===== config.mk =====
export PLATFORM = sky130hd
export DESIGN_NAME = powerlink_led_sequencer
export DESIGN_NICKNAME = d
export VERILOG_FILES = /design/src/rtl/powerlink_led_sequencer_pkg.sv /design/src/rtl/powerlink_led_fsm.sv /design/src/rtl/powerlink_led_sequencer.sv
export SDC_FILE = /design/constraint.sdc
export NUM_CORES = 1
export LEC_CHECK = 0
export CORE_MARGIN = 2
export CORE_UTILIZATION = 30
export CTS_BUF_LIST = sky130_fd_sc_hd__clkbuf_16
export DETAILED_ROUTE_END_ITERATION = 6
export PLACE_DENSITY = 0.59
export SKIP_CTS_REPAIR_TIMING = 1
export SLEW_MARGIN = 30
export SYNTH_ARGS = -nofsm -noshare
export SYNTH_HDL_FRONTEND = slang
export SYNTH_HIERARCHICAL = 1
export SYNTH_SLANG_ARGS = --single-unit
export TNS_END_PERCENT = 10

===== constraint.sdc =====
create_clock -name clk -period 3.5 [get_ports clk]
set_input_delay 0.35 -clock clk [delete_from_list [all_inputs] [get_ports clk]]
set_output_delay 0.35 -clock clk [all_outputs]
set_load 0.02 [all_outputs]

===== src/rtl/powerlink_led_sequencer_pkg.sv =====
// Shared definitions for the POWERLINK status/error LED sequencer:
// mode codes, sequencer states and phase lengths in ticks.
package powerlink_led_sequencer_pkg;

    localparam logic [2:0] MODE_OFF     = 3'd0;
    localparam logic [2:0] MODE_ON      = 3'd1;
    localparam logic [2:0] MODE_FLICKER = 3'd2;
    localparam logic [2:0] MODE_BLINK   = 3'd3;
    localparam logic [2:0] MODE_FLASH1  = 3'd4;
    localparam logic [2:0] MODE_FLASH2  = 3'd5;
    localparam logic [2:0] MODE_FLASH3  = 3'd6;
    localparam logic [2:0] MODE_RSVD    = 3'd7;

    localparam logic [4:0] LEN_FLICKER = 5'd1;
    localparam logic [4:0] LEN_FLASH   = 5'd4;
    localparam logic [4:0] LEN_LONG    = 5'd20;

    typedef enum logic [1:0] {
        OFF_STEADY,
        ON_STEADY,
        PHASE_ON,
        PHASE_OFF
    } led_state_t;

    // On-length and short off-length are equal for every blinking mode.
    function automatic logic [4:0] phase_len(input logic [2:0] mode);
        return (mode == MODE_FLICKER) ? LEN_FLICKER : LEN_FLASH;
    endfunction

    function automatic logic [1:0] last_flash(input logic [2:0] mode);
        case (mode)
            MODE_FLASH2: return 2'd1;
            MODE_FLASH3: return 2'd2;
            default:     return 2'd0;
        endcase
    endfunction

    function automatic logic has_long_off(input logic [2:0] mode);
        return (mode == MODE_FLASH1) || (mode == MODE_FLASH2) || (mode == MODE_FLASH3);
    endfunction

endpackage


===== src/rtl/powerlink_led_fsm.sv =====
// Per-LED pattern sequencer: steady on/off or repeating on/off phases
// timed in pattern ticks, with a registered LED drive.
module powerlink_led_fsm
    import powerlink_led_sequencer_pkg::*;
(
    input  logic       clk,
    input  logic       reset,
    input  logic       i_tick,
    input  logic       i_restart,
    input  logic [2:0] i_mode,
    output logic       o_led
);

    led_state_t r_state, w_state_next;
    logic [1:0] r_flash, w_flash_next;
    logic [4:0] r_phase, w_phase_next;
    logic       r_led;

    always_ff @(posedge clk) begin
        if (reset) begin
            r_state <= OFF_STEADY;
            r_flash <= 2'd0;
            r_phase <= 5'd0;
            r_led   <= 1'b0;
        end else begin
            r_state <= w_state_next;
            r_flash <= w_flash_next;
            r_phase <= w_phase_next;
            r_led   <= (r_state == ON_STEADY) || (r_state == PHASE_ON);
        end
    end

    always_comb begin
        w_state_next = r_state;
        w_flash_next = r_flash;
        w_phase_next = r_phase;
        if (i_restart) begin
            // A restart swallows any coincident tick.
            w_flash_next = 2'd0;
            w_phase_next = 5'd0;
            case (i_mode)
                MODE_OFF, MODE_RSVD: w_state_next = OFF_STEADY;
                MODE_ON:             w_state_next = ON_STEADY;
                default: begin
                    w_state_next = PHASE_ON;
                    w_phase_next = phase_len(i_mode);
                end
            endcase
        end else if (i_tick && (r_state == PHASE_ON || r_state == PHASE_OFF)) begin
            if (r_phase == 5'd1) begin
                if (r_state == PHASE_ON) begin
                    w_state_next = PHASE_OFF;
                    w_phase_next = (has_long_off(i_mode) && r_flash == last_flash(i_mode))
                                   ? LEN_LONG : phase_len(i_mode);
                end else begin
                    w_state_next = PHASE_ON;
                    w_phase_next = phase_len(i_mode);
                    w_flash_next = (r_flash == last_flash(i_mode)) ? 2'd0 : r_flash + 2'd1;
                end
            end else begin
                w_phase_next = r_phase - 5'd1;
            end
        end
    end

    assign o_led = r_led;

endmodule


===== src/rtl/powerlink_led_sequencer.sv =====
// Avalon-MM controlled POWERLINK status/error LED sequencer: mode registers,
// shared pattern tick and one sequencer per LED.
module powerlink_led_sequencer
    import powerlink_led_sequencer_pkg::*;
#(
    parameter int TICK_CYCLES = 2500000
) (
    input  logic        clk,
    input  logic        reset,
    input  logic [1:0]  address,
    input  logic        chipselect,
    input  logic        write_n,
    input  logic [31:0] writedata,
    output logic [31:0] readdata,
    output logic        led_status,
    output logic        led_error
);

    localparam int TW = (TICK_CYCLES > 1) ? $clog2(TICK_CYCLES) : 1;

    logic [TW-1:0] r_tick_cnt;
    logic          w_tick;
    logic          w_wr;
    logic [1:0]    w_led;
    logic [1:0][2:0] w_mode;
    logic          w_unused_wdata;

    assign w_tick         = (r_tick_cnt == TW'(TICK_CYCLES - 1));
    assign w_wr           = chipselect & ~write_n;
    assign w_unused_wdata = ^writedata[31:3];

    always_ff @(posedge clk) begin
        if (reset) begin
            r_tick_cnt <= '0;
        end else begin
            r_tick_cnt <= w_tick ? '0 : r_tick_cnt + 1'b1;
        end
    end

    // Index 0 drives the status LED, index 1 the error LED.
    generate
        for (genvar gi = 0; gi < 2; gi++) begin : gen_led
            logic [2:0] r_mode;
            logic       w_sel;
            logic       w_restart;
            logic [2:0] w_mode_eff;

            assign w_sel      = w_wr && (address == 2'(gi));
            assign w_restart  = w_sel && (writedata[2:0] != r_mode);
            assign w_mode_eff = w_restart ? writedata[2:0] : r_mode;
            assign w_mode[gi] = r_mode;

            always_ff @(posedge clk) begin
                if (reset) begin
                    r_mode <= MODE_OFF;
                end else if (w_sel) begin
                    r_mode <= writedata[2:0];
                end
            end

            powerlink_led_fsm u_fsm (
                .clk       (clk),
                .reset     (reset),
                .i_tick    (w_tick),
                .i_restart (w_restart),
                .i_mode    (w_mode_eff),
                .o_led     (w_led[gi])
            );
        end
    endgenerate

    assign led_status = w_led[0];
    assign led_error  = w_led[1];

    always_comb begin
        readdata = 32'd0;
        case (address)
            2'd0:    readdata = {29'd0, w_mode[0]};
            2'd1:    readdata = {29'd0, w_mode[1]};
            2'd2:    readdata = {30'd0, led_error, led_status};
            default: readdata = 32'd0;
        endcase
    end

endmodule


==> results by group <==
Run status
  – Outcome: finished, final reports clean

Worst setup path
  – Crit path cell chain: ha_1, and4_1, nand4_2, nor4_1, buf_4, o21ai_0, or4_2, o21ai_0, a32o_1
  – WP buf/inv: 1
  – Critical Path AT: 2950 ps
  – Startpoint types: flip-flop
  – WP data required: 3730 ps
  – Critical path endpoint category: flip-flop
  – Critical path's largest stage delay: 660 ps
  – CP max stage cell: or4_2
  – CP top delay family: simple AND/OR/NAND/NOR gates
  – Critical-path maximum fanout: 8
  – Most frequent CP cell: o21ai_0
  – Crit Path Class: flip-flop to flip-flop

Die
  – Core area: 0.00977 sq mm
  – Rows: 36
  – Initial Utilization: 30.9%
  – Die H: 104 microns
  – Die ar.: 0.0109 sq mm
  – # IOs: 72
  – Horiz. Die Dim: 104 microns

Drt
  – Vias: 2346
  – Final WL: 5.79 mm
  – Routed Antenna Nets: 0
  – DR pass1 iterations: 4
  – # DRC: 0
  – Detailed Route Iter0 Violations: 119
  – Vias per cell: 4.85
  – Routed length per instance: 12.0 microns

Placement
  – Routability cong.: 0.754
  – Setup WS pre-CTS: 622 ps
  – Hpwl dp: 4.23 mm
  – DP Cell Count: 476
  – Placement Cell Area: 0.00310 sq mm
  – Port bufs: 13

STA
  – Actual slew at the worst max-slew pin: 548 ps
  – Fin crit period: 2720 ps
  – Setup violators final: 0
  – Fin Setup TNS: 0 ps
  – Unrepaired setup endpoints after global routing: false
  – Final hold viol count: 0
  – Relative slew margins: 63.3%
  – PnR worst setup slack: 776 ps
  – Final Slew Violations: 0
  – Tcrit/Tclk final: 77.8%
  – Achievable Freq: 0.367 GHz
  – Final Skew: 5.49 ps
  – Hold_ws: 447 ps

Yosys
  – Post-synthesis compound-gate area fraction: 15.8%
  – Fraction of registers with async set/reset: 0%
  – Area leader, netlist: dfxtp_1
  – Multiplexer share of the synthesized area: 3.89%
  – Adder-cell area share of the yosys netlist: 3.73%
  – Post-synthesis simple-gate area fraction: 25.5%
  – EDFF count, synth: 0
  – Average size of a mapped cell: 8.78 sq um
  – Sequential share of the synthesized area: 31.8%
  – Post-Syn Instances: 344
  – Largest family of logic cells by synthesized area: simple AND/OR/NAND/NOR gates
  – Top cells by area, synth: dfxtp_1 32%, buf_4 8.4%, xor2_1 5.5%
  – YS warnings: 6
  – Xor-xnor portion of the synthesized cell area: 6.38%
  – #FFs+latches synth: 48
  – Main flop type after synthesis: dfxtp_1
  – Distinct cell type count after synthesis: 57
  – Post-Synthesis Cell Area: 0.00302 sq mm
  – Share of the synthesized area in the top cell type: 31.8%

Clock network
  – CTS H-tree depth: 2
  – Clock Latency Late Sink: 280 ps
  – TritonCTS clock tree: built
  – Bufs on Longest Clock Path: 2
  – Total CTS buffers: 5
  – CTS root buffer: clkbuf_16
  – Sinks on Clock Net: 48
  – Clk slew on worst S/H paths: 60 ps

Layout
  – Final Non-Filler Cells: 484
  – Final core utilization: 33.2%
  – Ratio of cells with drive above 1 in the final layout: 10.5%
  – Ant diodes: 0
  – Area of the multi-input gates: 0.00178 sq mm
  – Final instance area: 0.00324 sq mm
  – Area Growth Syn to Fin: 7.33%
  – Fin nets: 397
  – Reg area: 961 sq um
  – Fill cells: 1003

Power and ir drop
  – Power per cell area: 346 mW/mm^2
  – LEAKAGE: 1.19 nW
  – Total power: 1.12 mW
  – Maximum vdd drop: 0.000245 V

Hold path
  – Min-Delay Path Class: flip-flop to flip-flop

Global routing
  – Total Routing Usage GR: 10.8%
  – Largest net degree at the start of global routing: 23
  – GRT overflow: 0
  – Vias in the first global route: 2100
  – Initial antenna violation count: 0
  – First-pass GRT wire length: 9.90 mm

Flow run
  – Max Cap Viol: 0
-- per-layer routing --
metal / vias up / GRT usage (%) / share of wire, % / routed length (microns)
met5: - / 0 / 0 / 0
met3: 6 / 1.75 / 3.4 / 196
met1: 1103 / 13.7 / 48 / 2780
li1: 1186 / - / - / -
met2: 51 / 18.2 / 47 / 2730
met4: 0 / 4.05 / 1.6 / 93
-- cell usage in the layout, fill, tap and decap left out, drive strengths merged, types with 5 or more instances in the layout --
cell type	Yosys	final
mux2	6	6
a21oi	22	22
ha	9	9
clkdlybuf4s50	0	13
nand2	22	22
clkbuf	5	5
a31oi	6	6
nor2	30	30
conb	1	29
inv	12	12
or3	8	8
dfxtp	48	48
nand3	9	9
nand4	10	10
nor4b	5	5
xor2	19	19
o21ai	19	19
or4	8	8
and2	8	8
mux2i	5	5
-- path summary, 6_finish.rpt --
path	startpoint	endpoint	slack, ps	cells after the start
setup / recovery	r_tick_cnt[0]$_SDFF_PP0_	gen_led[1].u_fsm/r_phase[2]$_SDFFE_PP0P_	780	9
hold / removal	r_tick_cnt[0]$_SDFF_PP0_	r_tick_cnt[0]$_SDFF_PP0_	450	1
setup reg to reg	r_tick_cnt[0]$_SDFF_PP0_	gen_led[1].u_fsm/r_phase[2]$_SDFFE_PP0P_	780	9
hold reg to reg	r_tick_cnt[0]$_SDFF_PP0_	r_tick_cnt[0]$_SDFF_PP0_	450	1
-- sequential cells by signal, summed over array words and instances (netlist names) --
register,flops
gen_led.r_mode,6
gen_led.u_fsm/o_led,2
gen_led.u_fsm/r_flash,4
gen_led.u_fsm/r_phase,10
gen_led.u_fsm/r_state,4
r_tick_cnt,22
-- power breakdown --
| group | switching [mW] | internal (mW) | total [mW] |
|---|---|---|---|
| Sequential | 0.00676 | 0.554 | 0.561 |
| Combinational | 0.0707 | 0.0342 | 0.105 |
| Clock | 0.197 | 0.260 | 0.457 |
| Total | 0.274 | 0.848 | 1.12 |
-- logic make-up (layout without fill, tap and decap cells) --
| kind of cell | after synthesis | in the layout |
|---|---|---|
| adder cells (fa/ha/maj) | 9 | 9 |
| AND/OR/NAND/NOR | 123 | 123 |
| AO/OA/AOI/OAI | 73 | 73 |
| multiplexers | 11 | 11 |
| buffers and inverters | 57 | 36 |
| flip-flops | 48 | 48 |
| other | 1 | 29 |
| XOR/XNOR | 22 | 22 |
-- cells in the mapped netlist, types with 3 or more instances --
library cell and count:
dfxtp_1 48, buf_4 34, nor2_1 30, nand2_1 22
a21oi_1 21, o21ai_0 19, xor2_1 19, inv_1 12
ha_1 9, nand3_1 8, nand4_1 8, and2_1 7
a31oi_1 6, buf_6 6, mux2_2 6, or3_1 6
clkbuf_1 5, mux2i_1 5, or4_1 5, a211oi_1 4
o31ai_1 4, nor4_1 3, xnor2_1 3
-- layout make-up --
type / count / area share [%]
Inverter: 12 / 1.39
Timing Repair Buffer: 16 / 4.71
Sequential cell: 48 / 29.6
Multi-Input combinational cell: 267 / 54.9
Clock buffer: 5 / 3.86
Clock inverter: 3 / 0.424
Tap cell: 133 / 5.13
No activity file was read; power rests on OpenSTA's default activity.
==> edit 1, RTL diff (same flow settings) <==
Change the parameter `TICK_CYCLES` from 2500000 to 1250000.
--- a/src/rtl/powerlink_led_sequencer.sv
+++ b/src/rtl/powerlink_led_sequencer.sv
@@ -4,5 +4,5 @@
     import powerlink_led_sequencer_pkg::*;
 #(
-    parameter int TICK_CYCLES = 2500000
+    parameter int TICK_CYCLES = 1250000
 ) (
     input  logic        clk,
Behaviour: no difference found for any inputs over 10 cycles, from zero or initial values and one cycle with reset high; that may be too few to reach the edited logic, so the function may still have changed.
==> edit 1 against the original RTL <==
Combinational power shrank 7%; final area down 1.9%; total power decreased by 1.0%; wire length decreased by 5.6%; setup slack got worse by 0.093 ns; clock power rose by 2%; synthesized area shrank 3.1%; sequential cell count down 1; synthesized cell count is 2.6% lower; via count down 3.6%; critical path type unchanged; largest power group unchanged; highest routed layer unchanged.
==> edit 1: results <==
set metrics [dict create \
    status "finished, final reports clean" \
    synth.area.top_cells "dfxtp_1 (32%), buf_4 (7.9%), nor2_1 (4.0%)" \
    grt_max_degree 21 \
    tightestPinTransition_ns 0.8150 \
    synthTopCellsByCount "dfxtp_1 (47), buf_4 (31), nor2_1 (31), nand2_1 (18), a21oi_1 (16)" \
    p_leak_nw 1.119 \
    drive_gt1_share_pct 9.913 \
    hold_class "flop to flop" \
    vias_per_cell 4.750 \
    yosysSeqAreaShare_pct 32.12 \
    dpl.hpwl_mm 3.924 \
    fin_cells 476 \
    largestRegisters "r_tick_cnt x21, gen_led.u_fsm/r_phase x10, gen_led.r_mode x6" \
    numPortBuffers 13 \
    grt_usage_pct 10.75 \
    wire_per_inst_um 11.49 \
    drt_iter0_drc 85 \
    ir_worst_vdd_mv 0.1925 \
    synth_area_per_cell_sq_um 8.743 \
    grt_pass1_wl_mm 9.142 \
    dr.pass1.iters 5 \
    clock_skew_ns 0.008913 \
    routabilityCongestion 0.7754 \
    nets 389 \
    grt_pass1_vias 2051 \
    path_clk_slew_ns 0.07 \
    pre_cts_ws_ns 0.6218 \
    antenna_found_initial 0 \
    cp_data_arrival_time_ns 3.06 \
    cts_buffers 5 \
    clk_latency_ns 0.29 \
    dpl.cell_count 468 \
    ys_types 64 \
]
edit 1: cells by family (layout without fill, tap and decap cells):
family          count (synthesis)  count (layout)  share of synthesized area, %
flops                          47              47                         32.12
buf+inv                        57              37                         12.13
other cells                     1              29                        0.1280
fa+ha+maj                       9               9                         3.845
compound gates                 66              66                         15.51
xor+xnor                       24              24                         7.176
simple gates                  119             119                         24.73
mux                            12              12                         4.357
edit 1: worst paths after layout:
kind | from | endpoint | slack (ns) | depth (start not counted)
min | r_tick_cnt[0] | r_tick_cnt[0] | 0.46 | 1
max | r_tick_cnt[0] | gen_led[0].u_fsm/r_phase[2] | 0.68 | 9
min reg2reg | r_tick_cnt[0] | r_tick_cnt[0] | 0.46 | 1
max reg2reg | r_tick_cnt[0] | gen_led[0].u_fsm/r_phase[2] | 0.68 | 9
edit 1: metrics by stage:
step                      cell area, sq um  total power, W
after detailed placement              3043       0.0006586
final                                 3183        0.001111
after CTS                             3183        0.001128
after global placement                3043       0.0006575
after global routing                  3183        0.001160
after floorplan                       3034       0.0006611
edit 1: cell type report:
class,count,area [sq um]
inverters,14,52.55
flip-flops and latches,47,940.9
multi-input cells,259,1738
repair buffers,15,145.1
fillers,1059,6456
clock inverters,3,15.01
clock buffers,5,125.1
well taps,133,166.4
edit 1: critical path, cell delays in order, from the launching register on:
cell and delay [ns]:
dfxtp_1 0.36, ha_1 0.21, nand3_2 0.17, or4b_4 0.58, nor3_1 0.20, buf_4 0.19, o21ai_0 0.16, or4_2 0.66
o21ai_0 0.10, a32o_1 0.14
edit 1: report_power, final:
group          switching (W)  internal (W)
registers         0.00000677      0.000542
clock network       0.000204      0.000260
logic              0.0000661     0.0000317
edit 1: routing by layer:
metal  up-vias  GRT usage (%)  part of all wire [%]
met5         -              0                     0
met4         0          2.632                  0.86
met3         4          3.525                   3.6
met2        38          17.30                    46
met1      1065          14.00                    49
li1       1154              -                     -
==> edit 2, RTL diff (same settings) <==
Made on the original files. Make the reset (`reset`) asynchronous in 3 clocked blocks.
--- a/src/rtl/powerlink_led_fsm.sv
+++ b/src/rtl/powerlink_led_fsm.sv
@@ -17,5 +17,5 @@
     logic       r_led;
 
-    always_ff @(posedge clk) begin
+    always_ff @(posedge clk or posedge reset) begin
         if (reset) begin
             r_state <= OFF_STEADY;
--- a/src/rtl/powerlink_led_sequencer.sv
+++ b/src/rtl/powerlink_led_sequencer.sv
@@ -30,5 +30,5 @@
     assign w_unused_wdata = ^writedata[31:3];
 
-    always_ff @(posedge clk) begin
+    always_ff @(posedge clk or posedge reset) begin
         if (reset) begin
             r_tick_cnt <= '0;
@@ -51,5 +51,5 @@
             assign w_mode[gi] = r_mode;
 
-            always_ff @(posedge clk) begin
+            always_ff @(posedge clk or posedge reset) begin
                 if (reset) begin
                     r_mode <= MODE_OFF;
Formal check against the unedited RTL: differs if reset is asserted again (counterexample within 4 cycles, from zero or initial values and one cycle with reset high); with reset held inactive, the same outputs for 10 cycles.
==> edit 2 against the original RTL <==
Synthesized area is 4.4% higher; wire length increased by 8.2%; global-route usage increased by 0.87 points; critical path type unchanged; sequential cell count stayed put; final area rose by 7.2%; die area increased by 4.2%; sequential share of layout area up 4.9 points; setup slack worse by 0.30 ns.
Power is not compared: it rests on default switching activity, and its combinational part moved more than twofold at a synthesized area within 25%.
==> edit 2: results <==
set metrics [dict create \
    critical_path.endpoint "gen_led[0].u_fsm/r_phase[4]" \
    nets 392 \
    gr-usage-met2_pct 17.03 \
    nFillCells 1084 \
    non_clock_inverter_count 16 \
    synth_area_per_cell_sq_um 9.388 \
    synth.area.top_cells "dfrtp_1 (38%), buf_4 (7.1%), xor2_1 (4.2%)" \
    status "finished, final reports clean" \
    ff_latch_area_sq_um 1201 \
    yosysSeqAreaShare_pct 38.08 \
    wirelength_mm 6.267 \
    worst_path_max_delay_cell "or4_1" \
    r2r_setup_slack_ns 0.48 \
    grt_max_degree 29 \
    crit_path_max_incr_delay_ns 0.56 \
    synthXorXnorAreaFrac_pct 8.052 \
    drt_iter0_drc 114 \
    ys_types 63 \
    muxShareOfSynthArea_pct 3.411 \
    fin_cells 482 \
    worstRegToRegCells 7 \
    synthAdderAreaFrac_pct 3.570 \
    wl_met3_um 367 \
    fin_hold_ws_ns 0.4111 \
    synth_compound_area_share_pct 12.50 \
    tightestPinTransition_ns 0.7117 \
    multi_input_area_share_pct 49.69 \
    cp_data_arrival_time_ns 3.20 \
    clock_skew_ns 0.008327 \
]
-- edit 2: cells by family (layout without fill, tap and decap cells) --
logic type / count (synthesis) / after routing
AOI/OAI and AO/OA: 57 / 57
and+or+nand+nor: 125 / 125
DFF: 48 / 48
other: 1 / 29
muxes: 10 / 10
buffers and inverters: 57 / 39
adders and majority gates: 9 / 9
xor gates and xnor gates: 29 / 29
-- edit 2: power groups by stage --
stage | clock network, W | logic [W] | registers [W]
after floorplan | 0 | 0.000370 | 0.000693
after global placement | 0 | 0.000462 | 0.000693
after detailed placement | 0 | 0.000471 | 0.000696
after CTS | 0.000575 | 0.000474 | 0.000685
after global routing | 0.000598 | 0.000534 | 0.000697
final | 0.000560 | 0.000471 | 0.000685
-- edit 2: through the flow --
stage / worst slack [ns] / cell area, sq um
floorplan: 0.8478 / 3259
CTS: 0.5013 / 3477
finish: 0.4758 / 3477
detailed placement: 0.5663 / 3304
global route: 0.3347 / 3477
global placement: 0.5874 / 3304
